**src/rtl/program_loader_if.sv**
```systemverilog
// Byte stream from the host plus the instruction-memory preload port.
// master = host side (byte source and preload sink), slave = the loader.
interface program_loader_if;
  logic        in_valid;
  logic [7:0]  in_data;
  logic        in_ready;
  logic        pre_ld;
  logic [31:0] pre_A;
  logic [31:0] pre_data;

  modport master (
    output in_valid, in_data,
    input  in_ready, pre_ld, pre_A, pre_data
  );

  modport slave (
    input  in_valid, in_data,
    output in_ready, pre_ld, pre_A, pre_data
  );
endinterface

```
**src/rtl/program_loader.sv**
```systemverilog
// Serial boot loader: takes a little-endian word count followed by
// little-endian data words and writes them into instruction memory through
// its preload port, holding the CPU in reset while loading.
module program_loader #(
  parameter int unsigned N         = 256,
  parameter int unsigned BASE_ADDR = 0
) (
  input  logic               clk,
  input  logic               rst_n,
  input  logic               start,
  program_loader_if.slave    bus,
  output logic               cpu_hold,
  output logic               done,
  output logic               err
);

  localparam logic [31:0] MAX_W = 32'((N - BASE_ADDR) / 4);

  typedef enum logic [2:0] {
    ST_IDLE, ST_LEN, ST_DATA, ST_SETUP, ST_STROBE, ST_DONE, ST_ERR
  } state_t;

  state_t      state, state_next;
  logic [1:0]  bc;         // byte lane within the current 32-bit word
  logic [31:0] wi;         // index of the word being loaded
  logic [31:0] w_len;      // word count from the header
  logic [31:0] asm_word;   // data word under assembly
  logic [31:0] pre_a_q;
  logic [31:0] pre_data_q;
  logic        done_q;

  logic        idle_like;
  logic        start_accept;
  logic        fire;
  logic        last_byte;
  logic [31:0] len_word;

  assign idle_like    = (state == ST_IDLE) || (state == ST_DONE) || (state == ST_ERR);
  assign start_accept = idle_like && start;
  assign fire         = bus.in_valid && bus.in_ready;
  assign last_byte    = fire && (bc == 2'd3);
  // Header value including the byte arriving on this edge.
  assign len_word     = {bus.in_data, w_len[23:0]};

  // Outputs decoded from state only, so in_valid never reaches an output.
  assign bus.in_ready = (state == ST_LEN) || (state == ST_DATA);
  assign bus.pre_ld   = (state == ST_STROBE);
  assign bus.pre_A    = pre_a_q;
  assign bus.pre_data = pre_data_q;
  assign cpu_hold     = (state == ST_LEN) || (state == ST_DATA) ||
                        (state == ST_SETUP) || (state == ST_STROBE);
  assign err          = (state == ST_ERR);
  assign done         = done_q;

  // State register.
  always_ff @(posedge clk or negedge rst_n) begin
    // NOTE: sequential state uses non-blocking assignment so every register
    // samples pre-edge values regardless of block ordering.
    if (!rst_n) state <= ST_IDLE;
    else        state <= state_next;
  end

  // Next-state selection.
  always_comb begin
    // NOTE: default first so no path through the case leaves state_next
    // unassigned, which would infer a latch.
    state_next = state;
    unique case (state)
      ST_IDLE, ST_DONE, ST_ERR: if (start) state_next = ST_LEN;
      ST_LEN: begin
        if (last_byte) begin
          if (len_word == 32'd0)       state_next = ST_DONE;
          else if (len_word > MAX_W)   state_next = ST_ERR;
          else                         state_next = ST_DATA;
        end
      end
      ST_DATA:   if (last_byte) state_next = ST_SETUP;
      ST_SETUP:  state_next = ST_STROBE;
      ST_STROBE: state_next = (wi + 32'd1 == w_len) ? ST_DONE : ST_DATA;
      default:   state_next = ST_IDLE;
    endcase
  end

  // Byte assembly, word index and preload address/data registers.
  always_ff @(posedge clk or negedge rst_n) begin
    if (!rst_n) begin
      bc         <= 2'd0;
      wi         <= 32'd0;
      w_len      <= 32'd0;
      asm_word   <= 32'd0;
      pre_a_q    <= 32'd0;
      pre_data_q <= 32'd0;
    end else begin
      if (start_accept) begin
        bc <= 2'd0;
        wi <= 32'd0;
      end
      if (fire) begin
        bc <= bc + 2'd1;
        if (state == ST_LEN) w_len[{bc, 3'b000} +: 8]    <= bus.in_data;
        else                 asm_word[{bc, 3'b000} +: 8] <= bus.in_data;
      end
      // Address and data move only when entering SETUP, so they are stable
      // for a full cycle before the level-sensitive strobe.
      if ((state == ST_DATA) && last_byte) begin
        pre_data_q <= {bus.in_data, asm_word[23:0]};
        pre_a_q    <= 32'(BASE_ADDR) + {wi[29:0], 2'b00};
      end
      if (state == ST_STROBE) wi <= wi + 32'd1;
    end
  end

  // One-cycle done pulse on entry to DONE.
  always_ff @(posedge clk or negedge rst_n) begin
    if (!rst_n) done_q <= 1'b0;
    else        done_q <= (state_next == ST_DONE) && (state != ST_DONE);
  end

endmodule

```
**src/flat_wrapper.sv**
```systemverilog
// flat-port wrapper written by rule: the top's interface ports become plain ports
module program_loader_flat 
#(
  parameter int unsigned N         = 256,
  parameter int unsigned BASE_ADDR = 0
)
  (clk, rst_n, start, cpu_hold, done, err, bus_in_valid, bus_in_data, bus_in_ready, bus_pre_ld, bus_pre_A, bus_pre_data);
  program_loader_if bus_i ();
  input  logic clk;
  input  logic rst_n;
  input  logic start;
  output logic cpu_hold;
  output logic done;
  output logic err;
  input wire logic [$bits(bus_i.in_valid)-1:0] bus_in_valid;
  input wire logic [$bits(bus_i.in_data)-1:0] bus_in_data;
  output wire logic [$bits(bus_i.in_ready)-1:0] bus_in_ready;
  output wire logic [$bits(bus_i.pre_ld)-1:0] bus_pre_ld;
  output wire logic [$bits(bus_i.pre_A)-1:0] bus_pre_A;
  output wire logic [$bits(bus_i.pre_data)-1:0] bus_pre_data;
  assign bus_i.in_valid = bus_in_valid;
  assign bus_i.in_data = bus_in_data;
  assign bus_in_ready = bus_i.in_ready;
  assign bus_pre_ld = bus_i.pre_ld;
  assign bus_pre_A = bus_i.pre_A;
  assign bus_pre_data = bus_i.pre_data;
  program_loader #(.N(N), .BASE_ADDR(BASE_ADDR)) u_core (.clk(clk), .rst_n(rst_n), .start(start), .bus(bus_i), .cpu_hold(cpu_hold), .done(done), .err(err));
endmodule
```
**config.mk**
```make
export PLATFORM = sky130hd
export DESIGN_NAME = program_loader_flat
export DESIGN_NICKNAME = d
export VERILOG_FILES = /design/src/rtl/program_loader_if.sv /design/src/rtl/program_loader.sv /design/src/flat_wrapper.sv
export SDC_FILE = /design/constraint.sdc
export NUM_CORES = 1
export LEC_CHECK = 0
export BUFFER_PORTS_ARGS = -buffer_cell sky130_fd_sc_hd__buf_4
export CAP_MARGIN = 20
export CORE_ASPECT_RATIO = 0.6
export CORE_MARGIN = 5
export CORE_UTILIZATION = 55
export CTS_CLUSTER_DIAMETER = 200
export DETAILED_ROUTE_END_ITERATION = 8
export HOLD_SLACK_MARGIN = 0.03
export PLACE_DENSITY = 0.76
export SETUP_SLACK_MARGIN = 0.5
export SYNTH_ARGS = -nofsm -noshare
export SYNTH_HDL_FRONTEND = slang
export SYNTH_SLANG_ARGS = --single-unit
```
**constraint.sdc**
```tcl
create_clock -name clk -period 4 [get_ports clk]
set_clock_uncertainty 0.2 [all_clocks]
set_input_delay 0.6 -clock clk [delete_from_list [all_inputs] [get_ports clk]]
set_output_delay 0.6 -clock clk [all_outputs]
set_load 0.01 [all_outputs]
```
==> summary.md <==
| Metric | Value |
|---|---|
| Tcrit/Tclk final | 84.4% |
| Post-Route Setup TNS | 0 ns |
| Maximum buffer depth of the clock tree | 2 |
| Main synth FF type | dfrtp_1 |
| WP data required | 4.17 ns |
| DR DRC count | 0 |
| Slew margin rel. | 37.1% |
| Initial Util | 56.2% |
| Starting DRC count in detailed routing | roughly 680 |
| Drt via density | 6.14 |
| Clock Root Buffer | clkbuf_16 |
| Clock buffer count from CTS | 17 |
| Slowest cell delay on critical path | between 0.4 and 0.5 ns |
| Synthesized cell area | 7710 um^2 |
| Final hold violation count | 0 |
| Placeable Area | 13700 um^2 |
| Die W | 163 um |
| Post-DRT Antenna Nets | 0 |
| Die ar. | roughly 17000 um^2 |
| Placed cell area | 8420 um^2 |
| Sequential area share after synthesis | 50.6% |
| Worst setup path startpoint | u_core.wi[1]$_DFFE_PN0P_ |
| Yosys cell types | 55 |
| Vias in the first global route | 5956 |
| Fmax achieved | 296 MHz |
| Largest net degree at the start of global routing | 97 |
| I/O pins | around 80 |
| Wire per inst | 20.4 um |
| Post-synth EDFFs | 0 |
| Later-pin clock latency in the skew report | between 0.4 and 0.5 ns |
| First-pass DRT Iterations | 5 |
| CP arrival | 3.54 ns |
| Share of layout cells above drive strength 1 | 25.1% |
| Global-route wire length before repair | 33300 um |
| Max IR drop VDD | 587 uV |
| CP dominant cell by count | nor4_4 |
| H-tree depth | 4 |
| TritonCTS clock tree | yes |
| Antenna Cells | 0 |
| Maxcap violations | 0 |
| Row count | 33 |
| RSZ-0062 raised after global routing | false |
| Total Routing Usage GR | 26.0% |
| Worst Tran Pin Value | 0.942 ns |
| Syn avg cell area | 10.2 um^2 |
| Slowest cell on crit path | nor4_4 |
| Minimum clock period | 3.38 ns |
| Final instance area | 9110 um^2 |
| Slew Viols, Final | 0 |
| Mapped Cells | 758 |
| Area Growth Syn to Fin | 18.2% |
| Vias | 6333 |
| Leak | 4.32 nW |
| Routability congestion estimate | 0.941 |
| HP Class | input port to asynchronous set/reset pin |
| WL final | 21000 um |
| # nets final | 844 |
| Antenna violations before repair | 0 |
| Warnings, synthesis | 0 |
| Max FO, Critical Path | 9 |
| Status | completed |
| Reg-to-reg startpoint | u_core.wi[1]$_DFFE_PN0P_ |
| Power Density | 557 nW/um^2 |
| Port bufs | 78 |
| FFs w/ async S/R, synth | 100% |
| Crit path cell chain | ha_4, nand3_4, nor4_4, a21oi_1, or3_1, or4_1, nor4_4, and4_1, o211a_1 |
| Clock Sinks | 156 |
| Clock transition at the registers of the reported paths | about 0.08 ns |
| Setup crit start kind | flop |
| Crit. End Element | flop |
| Critical path class | flop to flop |
| Dpl hpwl | between 10000 and 15000 um |
| Die Height | 102 um |
| Setup Viol. Count Final | 0 |
| GRT overflow | 0 |
| Hold-fix buffers at CTS | 0 |
| Flops & latches, synth | between 150 and 200 |
==> worst paths after layout <==
check                                                      end  cells past startpoint  slack [ns]
max                                      u_core.done$_DFF_PN0_                      9        0.62
min                        u_core.bus.pre_data[19]$_DFFE_PN0P_                      1        0.04
max reg2reg                              u_core.done$_DFF_PN0_                      9        0.62
min reg2reg                    u_core.asm_word[23]$_DFFE_PN0P_                      2        0.28
max in group asynchronous             u_core.wi[4]$_DFFE_PN0P_                      2        2.68
min in group clk                   u_core.w_len[7]$_DFFE_PN0P_                      2        0.28
==> logic make-up after synthesis <==
| logic type | after synthesis | synth area share [%] |
|---|---|---|
| AND/OR/NAND/NOR | 262 | 17.7 |
| AO/OA/AOI/OAI | 173 | 13.4 |
| flip-flops | 156 | 50.6 |
| multiplexers | 62 | 9.04 |
| buffers and inverters | 54 | 3.28 |
| XOR/XNOR | 45 | 5.11 |
| adder cells (fa/ha/maj) | 5 | 0.812 |
| other | 1 | 0.0487 |
==> sequential cells by signal, summed over array words and instances (netlist names) <==
| register | count |
|---|---|
| u_core.state | 3 |
| u_core.bc | 2 |
| u_core.bus.pre_A | 30 |
| u_core.w_len | 32 |
| u_core.asm_word | 24 |
| u_core.wi | 32 |
| u_core.done | 1 |
| u_core.bus.pre_data | 32 |
==> power breakdown <==
| part | internal [mW] | total (mW) | switching, mW | leakage, nW |
|---|---|---|---|---|
| sequential | 1.79 | 2.07 | 0.285 | 2.14 |
| clock | 0.862 | 1.64 | 0.773 | 0.297 |
| combinational | 0.566 | 1.37 | 0.799 | 1.88 |
| total | 3.22 | 5.07 | 1.86 | 4.32 |
==> Yosys cell counts, types with 5 or more instances <==
library cell,instances,share of area (%)
nand4_1,13,1.1
and3_1,9,0.73
a21oi_1,26,1.7
nor2_1,43,2.1
a22o_1,18,2.0
a31oi_1,5,0.41
dfrtp_1,156,51
ha_1,5,0.81
nand3_1,21,1.4
and2_1,7,0.57
inv_1,7,0.34
mux2_2,61,8.9
o31ai_1,14,1.4
and4_1,5,0.57
nand2_1,107,5.2
clkbuf_1,31,1.5
buf_4,8,0.78
xnor2_1,32,3.6
nor2b_1,8,0.65
nor3_1,9,0.58
nor4_1,11,0.89
o21ai_0,93,6.0
xor2_1,13,1.5
==> cells in the final DEF, fill, tap and decap left out, types with 14 or more instances in the layout <==
cell / synthesis / routed
dfrtp_1: 156 / 148
nand2_1: 107 / 106
buf_4: 8 / 94
o21ai_0: 93 / 93
mux2_2: 61 / 61
nor2_1: 43 / 43
xnor2_1: 32 / 32
a21oi_1: 26 / 26
nand3_1: 21 / 21
a22o_1: 18 / 18
clkbuf_16: 0 / 17
o31ai_1: 14 / 14
==> timing repair <==
item                                    in CTS  in global routing
endpoints found under the setup margin       4                  4
resized for setup                            4                  9
pin swaps                                    2                  4
endpoints found under the hold margin        0                  0
buffers inserted                             2                  4
==> stage by stage <==
stage | setup slack (ns) | power [mW] | hold WS [ns] | cells | util [%]
global placement | 0.546 | 3.34 | 0.267 | 994 | 61.4
detailed placement | 0.244 | 3.38 | 0.269 | 994 | 61.4
floorplan | 0.805 | 2.91 | 0.104 | 759 | -
CTS | 0.512 | 5.04 | 0.109 | 1028 | 66.1
global route | 0.503 | 5.33 | 0.138 | 1032 | 66.5
finish | 0.625 | 5.07 | 0.0391 | 1032 | 66.5
==> metal layers <==
layer  vias to the layer above  track usage [%]  routed length (um)
li1                       2831                -                   -
met1                      3137             40.3                9900
met2                       340             37.9                9110
met3                        25             5.61                1750
met4                         0             5.35                 277
met5                         -                0                   0
==> final cells by class <==
cell class	count	area (um^2)
clock buffer	18	439
clock inverter	14	170
fill	1074	4600
inverter	7	26.3
multi-input combinational	549	3590
sequential	156	3910
tap	192	240
timing repair buffer	96	737
==> critical path: cells and delay by family (launching register included) <==
kind,cells,cell delay (ns)
flops,1,0.47
simple gates,6,2.17
fa+ha+maj,1,0.20
compound gates,2,0.28
(Power assumes the default switching activity.)
